[src/rtl/lights_pkg.sv]
// Shared types and helpers for the pedestrian-light block family.
// The light controller uses the same state encoding.
package lights_pkg;

  typedef enum logic [1:0] {
    IDLE    = 2'd0,
    ARMED   = 2'd1,
    SERVING = 2'd2
  } ped_state_t;

  // Bits needed to count up to (value-1); never below 1 so a counter always exists.
  function automatic int clog2(input int value);
    int result;
    result = 0;
    for (int i = 0; i < 31; i++) begin
      if ((32'sd1 <<< i) < value) result = i + 1;
    end
    return (result < 1) ? 1 : result;
  endfunction

endpackage

[src/rtl/debouncer.sv]
// Two-flop synchronizer followed by a level debouncer: the stable level only
// follows the synchronized button after DebCycles consecutive differing samples.
module debouncer
  import lights_pkg::*;
#(
  parameter int DebCycles = 10
) (
  input  logic Clock,
  input  logic Reset,
  input  logic Button,
  output logic Stable
);

  localparam int CntW = clog2(DebCycles);

  logic            sync1_q;
  logic            sync2_q;
  logic [CntW-1:0] cnt_q;

  always_ff @(posedge Clock or posedge Reset) begin
    if (Reset) begin
      sync1_q <= 1'b0;
      sync2_q <= 1'b0;
    end else begin
      sync1_q <= Button;
      sync2_q <= sync1_q;
    end
  end

  // Any sample agreeing with the stable level restarts the run, so glitches vanish.
  always_ff @(posedge Clock or posedge Reset) begin
    if (Reset) begin
      cnt_q  <= '0;
      Stable <= 1'b0;
    end else if (sync2_q == Stable) begin
      cnt_q <= '0;
    end else if (cnt_q == CntW'(DebCycles - 1)) begin
      Stable <= sync2_q;
      cnt_q  <= '0;
    end else begin
      cnt_q <= cnt_q + 1'b1;
    end
  end

endmodule

[src/rtl/ped_request.sv]
// Pedestrian push-button front end: debounced press pulse, request latch
// towards the light controller and an acknowledge beep (active-low).
module ped_request
  import lights_pkg::*;
#(
  parameter int ClockPeriod_ns = 20,
  parameter int Debounce_ns    = 10_000_000,
  parameter int BeepHold_ns    = 100_000_000
) (
  input  logic       Clock,
  input  logic       Reset,
  input  logic       Button,
  input  logic       Grant,
  output logic       Request,
  output logic       Press,
  output logic       Beep,
  output ped_state_t State
);

  localparam int DebCycles  = Debounce_ns / ClockPeriod_ns;
  localparam int BeepCycles = BeepHold_ns / ClockPeriod_ns;
  localparam int BeepW      = clog2(BeepCycles + 1);

  generate
    if (DebCycles < 2 || BeepCycles < 2) begin : g_bad_timing
      $error("ped_request: DebCycles and BeepCycles must both be at least 2");
    end
  endgenerate

  logic             stable;
  logic             stable_q;
  ped_state_t       state_q;
  ped_state_t       state_d;
  logic [BeepW-1:0] beep_cnt_q;

  debouncer #(
    .DebCycles(DebCycles)
  ) u_debouncer (
    .Clock  (Clock),
    .Reset  (Reset),
    .Button (Button),
    .Stable (stable)
  );

  always_ff @(posedge Clock or posedge Reset) begin
    if (Reset) stable_q <= 1'b0;
    else       stable_q <= stable;
  end

  // Rising edge of the stable level only; releases give no pulse.
  assign Press = stable & ~stable_q;

  // Grant wins over a simultaneous press in IDLE, so no request is raised then.
  always_comb begin
    state_d = state_q;
    case (state_q)
      IDLE: begin
        if (Grant)      state_d = SERVING;
        else if (Press) state_d = ARMED;
      end
      ARMED: begin
        if (Grant) state_d = SERVING;
      end
      SERVING: begin
        if (!Grant) state_d = IDLE;
      end
      default: state_d = IDLE;
    endcase
  end

  always_ff @(posedge Clock or posedge Reset) begin
    if (Reset) state_q <= IDLE;
    else       state_q <= state_d;
  end

  // Every press restarts the full beep, so overlapping presses never leave a gap.
  always_ff @(posedge Clock or posedge Reset) begin
    if (Reset) begin
      beep_cnt_q <= '0;
    end else if (Press) begin
      beep_cnt_q <= BeepW'(BeepCycles);
    end else if (beep_cnt_q != '0) begin
      beep_cnt_q <= beep_cnt_q - 1'b1;
    end
  end

  assign Request = (state_q == ARMED);
  assign Beep    = (beep_cnt_q == '0);
  assign State   = state_q;

endmodule

[config.mk]
export PLATFORM = sky130hd
export DESIGN_NAME = ped_request
export DESIGN_NICKNAME = d
export VERILOG_FILES = /design/src/rtl/lights_pkg.sv /design/src/rtl/debouncer.sv /design/src/rtl/ped_request.sv
export SDC_FILE = /design/constraint.sdc
export NUM_CORES = 1
export LEC_CHECK = 0
export ABC_AREA = 1
export CELL_PAD_IN_SITES_DETAIL_PLACEMENT = 1
export CELL_PAD_IN_SITES_GLOBAL_PLACEMENT = 1
export CORE_MARGIN = 3
export CORE_UTILIZATION = 35
export CTS_CLUSTER_SIZE = 8
export DETAILED_ROUTE_END_ITERATION = 10
export MAX_ROUTING_LAYER = met4
export PLACE_DENSITY = 0.66
export SLEW_MARGIN = 20
export SYNTH_ARGS = -nofsm -noshare
export SYNTH_HDL_FRONTEND = slang
export SYNTH_SLANG_ARGS = --single-unit
[constraint.sdc]
create_clock -name Clock -period 1.5 [get_ports Clock]
set_input_delay 0.3 -clock Clock [delete_from_list [all_inputs] [get_ports Clock]]
set_output_delay 0.3 -clock Clock [all_outputs]
set_load 0.005 [all_outputs]
Yosys cells after proc, flatten, opt, wreduce, memory -nomap -nowiden. Cells that the tools add are included.

Bits in registers: 48. Bits of input ports: 4. Output and inout bits: 5. Logic and storage cells: 34.

Add/sub/neg operators: 2. Equality and inequality tests: 7. Mux-type cells: 9. Bitwise operators: 3. Reduce and logical (&&, ||, !) cells: 6.

Operator list (count): $mux 23 (2); $mux 19 (2); $logic_not 23->1 (1); $reduce_bool 23->1 (1); $sub 23x1->23 const B (1); $add 19x1->19 const B (1); $eq 19x19->1 const B (1); $mux 2 (4); $pmux 2 s3 (1); $ne 2x2->1 const B (2); $ne 3x3->1 const B (1); $reduce_and 3->1 (1); $eq 2x1->1 const B (1); $eq 2x2->1 const B (1); $logic_not 2->1 (1); $not 1->1 (2); $reduce_and 2->1 (1); $reduce_bool 2->1 (1); $and 1x1->1 (1); $eq 1x1->1 (1).

Longest topological paths before layout. Gate-level depths: netlist of run 1.

Depth after elaboration: 5. Depth in mapped cells: 9. Depth with buffers taken out: 9.

Modules after synthesis. From an unflattened synthesis of run 1, not the netlist that was laid out.

Cell total of the unflattened synthesis: 363. Area total of the unflattened synthesis: 2839.0 µm².

By module, submodules not included: ped_request (instances 1, cells an instance 212, area each 1602.8 µm², sequential area each 650.6 µm²); debouncer (instances 1, cells an instance 151, area each 1236.2 µm², sequential area each 550.5 µm²).

Worst setup path before layout of run 1. No wires, ideal clock.

Kind: reg-to-reg. Start: reg beep_cnt_q[0]. End: reg beep_cnt_q[14]. Setup time: 0.119 ns. Arrival: 1.365 ns. Required time: 1.381 ns. Path slack: 0.016 ns. Cell stages (with the launch flop): 9. Path buffers: 0. Period minus slack after synthesis: 1.484 ns. Cell sequence: dfrtp_1 inv_1 ha_1 nand2_2 nor2_4 nand3_4 inv_2 nand2_4 o21a_1.

Cells in the longest elaborated chain, start to end: 3. Elaborated cells between the ends (all ways): 5. Classes of those cells: 1 x add/sub; 2 x mux; 2 x reduce/logical.

Ends and longest elaborated chain: start, declared (line ped_request.sv:34) `logic [BeepW-1:0] beep_cnt_q;`; start signal, assigned (line ped_request.sv:81) `beep_cnt_q <= BeepW'(BeepCycles);`; start signal, assigned (line ped_request.sv:83) `beep_cnt_q <= beep_cnt_q - 1'b1;`; $sub 23x1->23 (line ped_request.sv:83); $mux 23 (line ped_request.sv:82) `end else if (beep_cnt_q != '0) begin`; $mux 23 (line ped_request.sv:80) `end else if (Press) begin`.

Several ways; a longest one is shown, not always the timed one. The select of a mux whose other input is x is not followed. A chain may end at the register's enable or synchronous reset.

Worst setup path after layout of run 1.
Start: reg beep_cnt_q[1]. End: out Beep.

Cells in the longest elaborated chain, start to end: 1.

Ends and longest elaborated chain: $logic_not 23->1 (line ped_request.sv:88) `assign Beep = (beep_cnt_q == '0);`; end, declared (line ped_request.sv:16) `output logic Beep,`.

No other way between the ends.

==> run_results.csv, run 1 <==
group,metric,value,unit
status,run_status,"finished with violations",
status,violations,"setup timing",
synth,ys_top_cells_by_area,"dfrtp_1 44%, nand2_1 12%, nor2_1 9.8%, inv_1 5.9%, nand3_1 5.1%",
power_and_ir_drop,p_leak,2.07,nW
final_layout,layout.nets,453,
clocking,cts_tree,"yes",
sta,timing.hold.ws,0.324,ns
final_layout,antenna-diode-count,0,
final_layout,drive_above_1_share,36.9,%
sta,setup_tns,-0.220,ns
place,placed_area,3350,sq um
clocking,clockRootBuffer,"clkbuf_8",
floorplanning,die_width,94.3,um
place,dp_hpwl,5790,um
route,vias,2638,
clocking,clockBufferDepth,2,
clocking,clk_latency,0.31,ns
global_routing,grt_use_total,19.8,%
synth,synth_ff_type,"dfrtp_1",
clocking,postCtsHoldBufs,0,
hold_path,hold_class,"primary input to async pin",
global_routing,grt_pass1_wl,13400,um
floorplanning,placementRows,31,
critical_path,crit_buf_inv,3,
route,drt-total-wl,8240,um
clocking,path_clk_slew,0.09,ns
sta,fmax,0.594,GHz
critical_path,crit_path_frequent_cell,"inv_2",
floorplanning,initial_utilization,36.9,%
synth,syn_area,2730,sq um
route,final_antenna_net_count,0,
power_and_ir_drop,powerDensity,582,nW/um^2
sta,finalHoldViolCount,0,
final_layout,layout_common_cells,"75 x nand2_1, 64 x buf_4, 52 x nor2_1",
synth,yosys.area.top_type,"dfrtp_1",
floorplanning,core,7410,sq um
place,placedCellCount,521,
sta,rsz0062_at_grt,"yes",
synth,synth_nets,366,
global_routing,grt_pass1_vias,2843,
critical_path,path_cells,"inv_2 -> ha_4 -> nand2_4 -> nor2_4 -> nand3_4 -> inv_2 -> buf_6",
synth,ys_ff_latch,48,
critical_path,max_stage_delay,0.42,ns
synth,syn_inst,360,
floorplanning,die_h,94.3,um
critical_path,r2r_start,"beep_cnt_q[1]",
global_routing,grt_max_degree,39,
sta,finalClockSkew,0.0123,ns
place,globalplace.congestion,0.810,
floorplanning,die_area,8900,sq um
synth,synth_edf_count,0,
route,drc,0,
clocking,cts_made_buffers,5,
global_routing,antenna_found_initial,0,
synth,yosys_warnings,0,
synth,yosysSeqAreaShare,44.0,%
place,port_buffers,8,
final_layout,stdcell_count,546,
critical_path,crit_path_end_kind,"output port",
sta,finalWorstSetupSlack,-0.183,ns
synth,synth_top_area_share,44.0,%
synth,synth.distinct_cells,34,
sta,drv_slew,0,
critical_path,critPathSlowestCell,"dfrtp_1",
synth,ys_async_sr_fraction,100,%
route,routed_via_density,4.83,
sta,slew_headroom,84.3,%
power_and_ir_drop,vdd_drop_max,362,uV
sta,final-setup-viol-count,2,
final_layout,syn2layout_area_growth,41.8,%
floorplanning,io_pins,9,
critical_path,reg2regPathDepth,10,
clocking,cts_sinks,48,
critical_path,worstSetupPathType,"flip-flop to output port",
power_and_ir_drop,power,2.25,mW
critical_path,crit_fanout,2,
synth,syn_area_per_cell,7.58,sq um
final_layout,final_area,3870,sq um
final_layout,final_common_cell,"nand2_1",
sta,period_needed,1.68,ns
global_routing,grt_overflow,0,
route,drt_pass1_iterations,4,
critical_path,cp_top_family,"flip-flops",
job,cap_violations,0,
sta,max_slew.worst_pin.slew,0.234,ns
clocking,cts.htree.levels,2,
critical_path,ff2ff_setup_slack,-0.04,ns
critical_path,r2r-end,"beep_cnt_q[14]",
route,drt_iter0_markers,90,
critical_path,critPathArrivalTime,1.38,ns
critical_path,required,1.20,ns
sta,period_share,112,%
route,detail_route.wl_per_cell,15.1,um
critical_path,critPathLaunchType,"flip-flop",
==> worst max path at each step <==
stage	endpoint	from	slack, ns	cells after the start
floorplan	Beep	beep_cnt_q[0]	0.02	6
global placement	Beep	beep_cnt_q[20]	-0.32	6
detailed placement	Beep	beep_cnt_q[20]	-0.30	6
CTS	Beep	beep_cnt_q[10]	-0.19	6
global route	Beep	beep_cnt_q[15]	-0.27	6
finish	Beep	beep_cnt_q[1]	-0.18	7
==> tightest hold or removal path: cells and delay by family <==
kind	cells	cell delay (ns)
buffers and inverters	3	0.68
==> what timing repair did <==
item | in CTS | in global routing
cloned | 1 | 0
setup buffers | 21 | 12
pin swaps | 15 | 34
resized for setup | 33 | 53
endpoints found under the setup margin | 17 | 34
==> routing by layer <==
layer / global-route usage [%] / part of all wire (%) / wire length [um]
met1: 24.3 / 44 / 3660
met5: - / 0 / 0
met3: 2.64 / 1.9 / 156
met2: 34.8 / 53 / 4360
met4: 4.57 / 0.83 / 68
==> metrics by stage <==
stage	worst slack (ns)	utilization (%)
after floorplan	0.0160	-
after global placement	-0.318	45.3
after detailed placement	-0.295	45.3
after CTS	-0.194	49.3
after global routing	-0.273	52.3
final	-0.183	52.3
==> registers in the layout, summed over array words and instances, names as in the netlist <==
signal,count
u_debouncer.Stable,1
u_debouncer.sync1_q,1
State,2
stable_q,1
u_debouncer.cnt_q,19
u_debouncer.sync2_q,1
beep_cnt_q,23
==> power breakdown <==
part | switching, mW | total (mW) | internal (mW)
Clock | 0.437 | 0.848 | 0.411
Combinational | 0.0542 | 0.0929 | 0.0387
Sequential | 0.00827 | 1.31 | 1.30
==> layout make-up <==
| class | instances | area, sq um |
|---|---|---|
| Clock buffer | 7 | 96.3 |
| Fill cell | 914 | 3540 |
| Inverter | 47 | 190 |
| Multi-Input combinational cell | 264 | 1580 |
| Sequential cell | 48 | 1200 |
| Tap cell | 99 | 124 |
| Timing Repair Buffer | 81 | 684 |
==> cells by family (layout without fill, tap and decap cells) <==
| family | count (synthesis) | after routing | synth area share [%] |
|---|---|---|---|
| adders and majority gates | 2 | 2 | 0.916 |
| DFF | 48 | 48 | 44.0 |
| xor gates and xnor gates | 10 | 10 | 3.21 |
| buffers and inverters | 49 | 135 | 7.61 |
| AOI/OAI and AO/OA | 19 | 19 | 4.26 |
| and+or+nand+nor | 232 | 233 | 40.0 |
==> synth_stat cells, types with 2 or more instances <==
master    instances
xor2_1            7
nand3_2           2
nor2_1           71
o21ai_1           2
nand2_2           4
nand4_1           8
nor3b_1           3
nor2_4            6
nor2_2           10
or2_2             2
nor3_1            5
a21oi_1           6
nand2_1          85
ha_1              2
nand3b_1          4
o21ai_0           4
xnor2_1           3
a211oi_1          2
inv_1            43
nand3_1          28
dfrtp_1          48
inv_2             2
nand2_4           2
Note: power is estimated with default switching activity, not from simulation.
==> inputs of run 2 (changes only) <==
- CORE_UTILIZATION: 35 -> 40
- PLACE_DENSITY: 0.66 -> 0.74
==> run 2 against run 1 <==
  * The run still ends with setup timing left
  * Sequential cell count did not move
  * Combinational power is 2% higher
  * Clock skew is 0.0013 ns lower
  * Global-route usage increased by 3.5 points
  * Critical path type unchanged
  * Cell count is 2.2% lower
==> run_results.csv, run 2 (synthesis gave the netlist of run 1 again) <==
group,metric,value,unit
status,run_status,"finished with violations",
status,violations,"setup timing",
power_and_ir_drop,power_frac_comb,4.0,%
floorplanning,core,6490,sq um
route,drc,0,
critical_path,worstSetupPathDepth,7,
place,dp_hpwl,5640,um
route,routed_via_density,5.18,
route,drt_iter0_markers,142,
sta,slew_headroom,81.7,%
critical_path,max_stage_delay,0.41,ns
final_layout,drive_above_1_share,39.2,%
clocking,clockBufferDepth,2,
sta,final-setup-viol-count,13,
critical_path,ff2ff_setup_slack,-0.15,ns
power_and_ir_drop,p_seq_share,55.4,%
route,drt_pass1_iterations,4,
clocking,clk_latency,0.31,ns
power_and_ir_drop,power,2.37,mW
global_routing,grt_pass1_wl,13600,um
global_routing,grt_overflow,0,
sta,timing.hold.ws,0.344,ns
power_and_ir_drop,clockPowerShare,40.6,%
global_routing,antenna_found_initial,0,
clocking,cts_tree,"yes",
global_routing,grt_max_degree,49,
critical_path,cp-startpoint,"beep_cnt_q[17]",
final_layout,fillers,788,
route,drt-total-wl,9390,um
sta,fmax,0.563,GHz
sta,finalClockSkew,0.0110,ns
critical_path,reg2regPathDepth,13,
floorplanning,placementRows,29,
final_layout,antenna-diode-count,0,
clocking,cts_sinks,48,
critical_path,r2r-end,"beep_cnt_q[20]",
sta,drv_slew,0,
critical_path,path_cells,"nor2_2 -> nand2_1 -> nor2_1 -> buf_4 -> nand3_4 -> inv_4 -> buf_6",
critical_path,crit_fanout,2,
power_and_ir_drop,p_int,1.84,mW
final_layout,layout.nets,462,
floorplanning,die_area,7850,sq um
final_layout,largest-register,"beep_cnt_q",
critical_path,critPathArrivalTime,1.48,ns
power_and_ir_drop,p_leak,2.11,nW
critical_path,r2r_start,"beep_cnt_q[19]",
sta,rsz0062_at_grt,"yes",
sta,max_slew.worst_pin.slew,0.274,ns
power_and_ir_drop,powerDensity,602,nW/um^2
clocking,path_clk_slew,0.10,ns
final_layout,layout_common_cells,"76 x nand2_1, 68 x buf_4, 47 x nor2_1",
final_layout,syn2layout_area_growth,44.1,%
critical_path,critPathLaunchType,"flip-flop",
sta,setup_tns,-1.68,ns
sta,finalHoldViolCount,0,
critical_path,required,1.20,ns
power_and_ir_drop,vdd_drop_max,427,uV
final_layout,largest_register_ffs,23,
critical_path,crit_buf_inv,3,
critical_path,worstSetupPathType,"flip-flop to output port",
critical_path,endpoint,"Beep",
critical_path,cp_top_family,"simple AND/OR/NAND/NOR gates",
final_layout,final_common_cell,"nand2_1",
route,final_antenna_net_count,0,
critical_path,crit_path_end_kind,"output port",
sta,period_share,119,%
critical_path,critPathSlowestCell,"dfrtp_1",
sta,period_needed,1.78,ns
route,detail_route.wl_per_cell,17.6,um
job,cap_violations,0,
place,port_buffers,8,
global_routing,grt_pass1_vias,2893,
clocking,cts_made_buffers,5,
clocking,cts.htree.levels,2,
place,globalplace.congestion,0.875,
clocking,clockRootBuffer,"clkbuf_8",
hold_path,hold_class,"primary input to async pin",
global_routing,grt_use_total,23.3,%
floorplanning,io_pins,9,
floorplanning,initial_utilization,42.0,%
route,vias,2767,
power_and_ir_drop,p_switching,530,uW
sta,finalWorstSetupSlack,-0.278,ns
floorplanning,die_width,88.6,um
power_and_ir_drop,swShare,22.4,%
floorplanning,die_h,88.6,um
==> run 2: area by class of cell <==
class | instances | area (sq um) | area share [%]
tap | 77 | 96.3 | 2.45
clock inverter | 2 | 35.0 | 0.890
sequential | 48 | 1200 | 30.6
timing repair buffer | 91 | 778 | 19.8
multi-input combinational | 263 | 1560 | 39.6
clock buffer | 6 | 72.6 | 1.84
inverter | 47 | 193 | 4.90
==> run 2: what timing repair did <==
| action | 4_1_cts | 5_1_grt |
|---|---|---|
| setup endpoints to repair | 15 | 32 |
| pin swaps | 11 | 30 |
| hold buffers | 0 | 0 |
| setup buffers | 23 | 14 |
| endpoints found under the hold margin | 0 | 0 |
| resized for setup | 28 | 69 |
==> run 2: worst register-to-register path, delay by kind of cell, from the launching register on <==
kind | cells | cell delay (ns)
flip-flops | 1 | 0.41
buffers and inverters | 6 | 0.55
AND/OR/NAND/NOR | 7 | 0.62
==> run 2: stage by stage <==
step           std cells  cell area, sq um  setup slack, ns  util (%)
6_report             534              3940           -0.278      60.6
3_5_place_dp         496              3300           -0.304      50.9
2_1_floorplan        360              2730           0.0160         -
3_3_place_gp         496              3300           -0.256      50.9
5_1_grt              534              3940           -0.375      60.6
4_1_cts              525              3630           -0.203      55.9
==> run 2: how the worst min path moves through the flow <==
stage | startpoint | to | slack (ns) | cells past startpoint
after global routing | Reset | beep_cnt_q[16] | 0.37 | 3
final | Reset | beep_cnt_q[7] | 0.34 | 3
after CTS | Reset | beep_cnt_q[16] | 0.35 | 3
after detailed placement | u_debouncer.sync1_q | u_debouncer.sync2_q | 0.34 | 0
after global placement | u_debouncer.sync1_q | u_debouncer.sync2_q | 0.34 | 0
after floorplan | u_debouncer.sync1_q | u_debouncer.sync2_q | 0.33 | 0
==> run 2: power by group through the flow <==
stage                     registers [mW]  clock network, mW  logic, mW
after floorplan                     1.34                  0     0.0408
after global placement              1.34                  0     0.0795
after detailed placement            1.34                  0     0.0829
after CTS                           1.31              0.974     0.0910
after global routing                1.31               1.05      0.106
final                               1.31              0.962     0.0945
==> run 2: metal layers <==
layer	global-route usage, %	up-vias	wire length, um
li1	-	1314	-
met1	26.8	1398	3900
met2	42.1	35	5080
met3	3.54	20	206
met4	6.04	0	210
met5	-	-	0
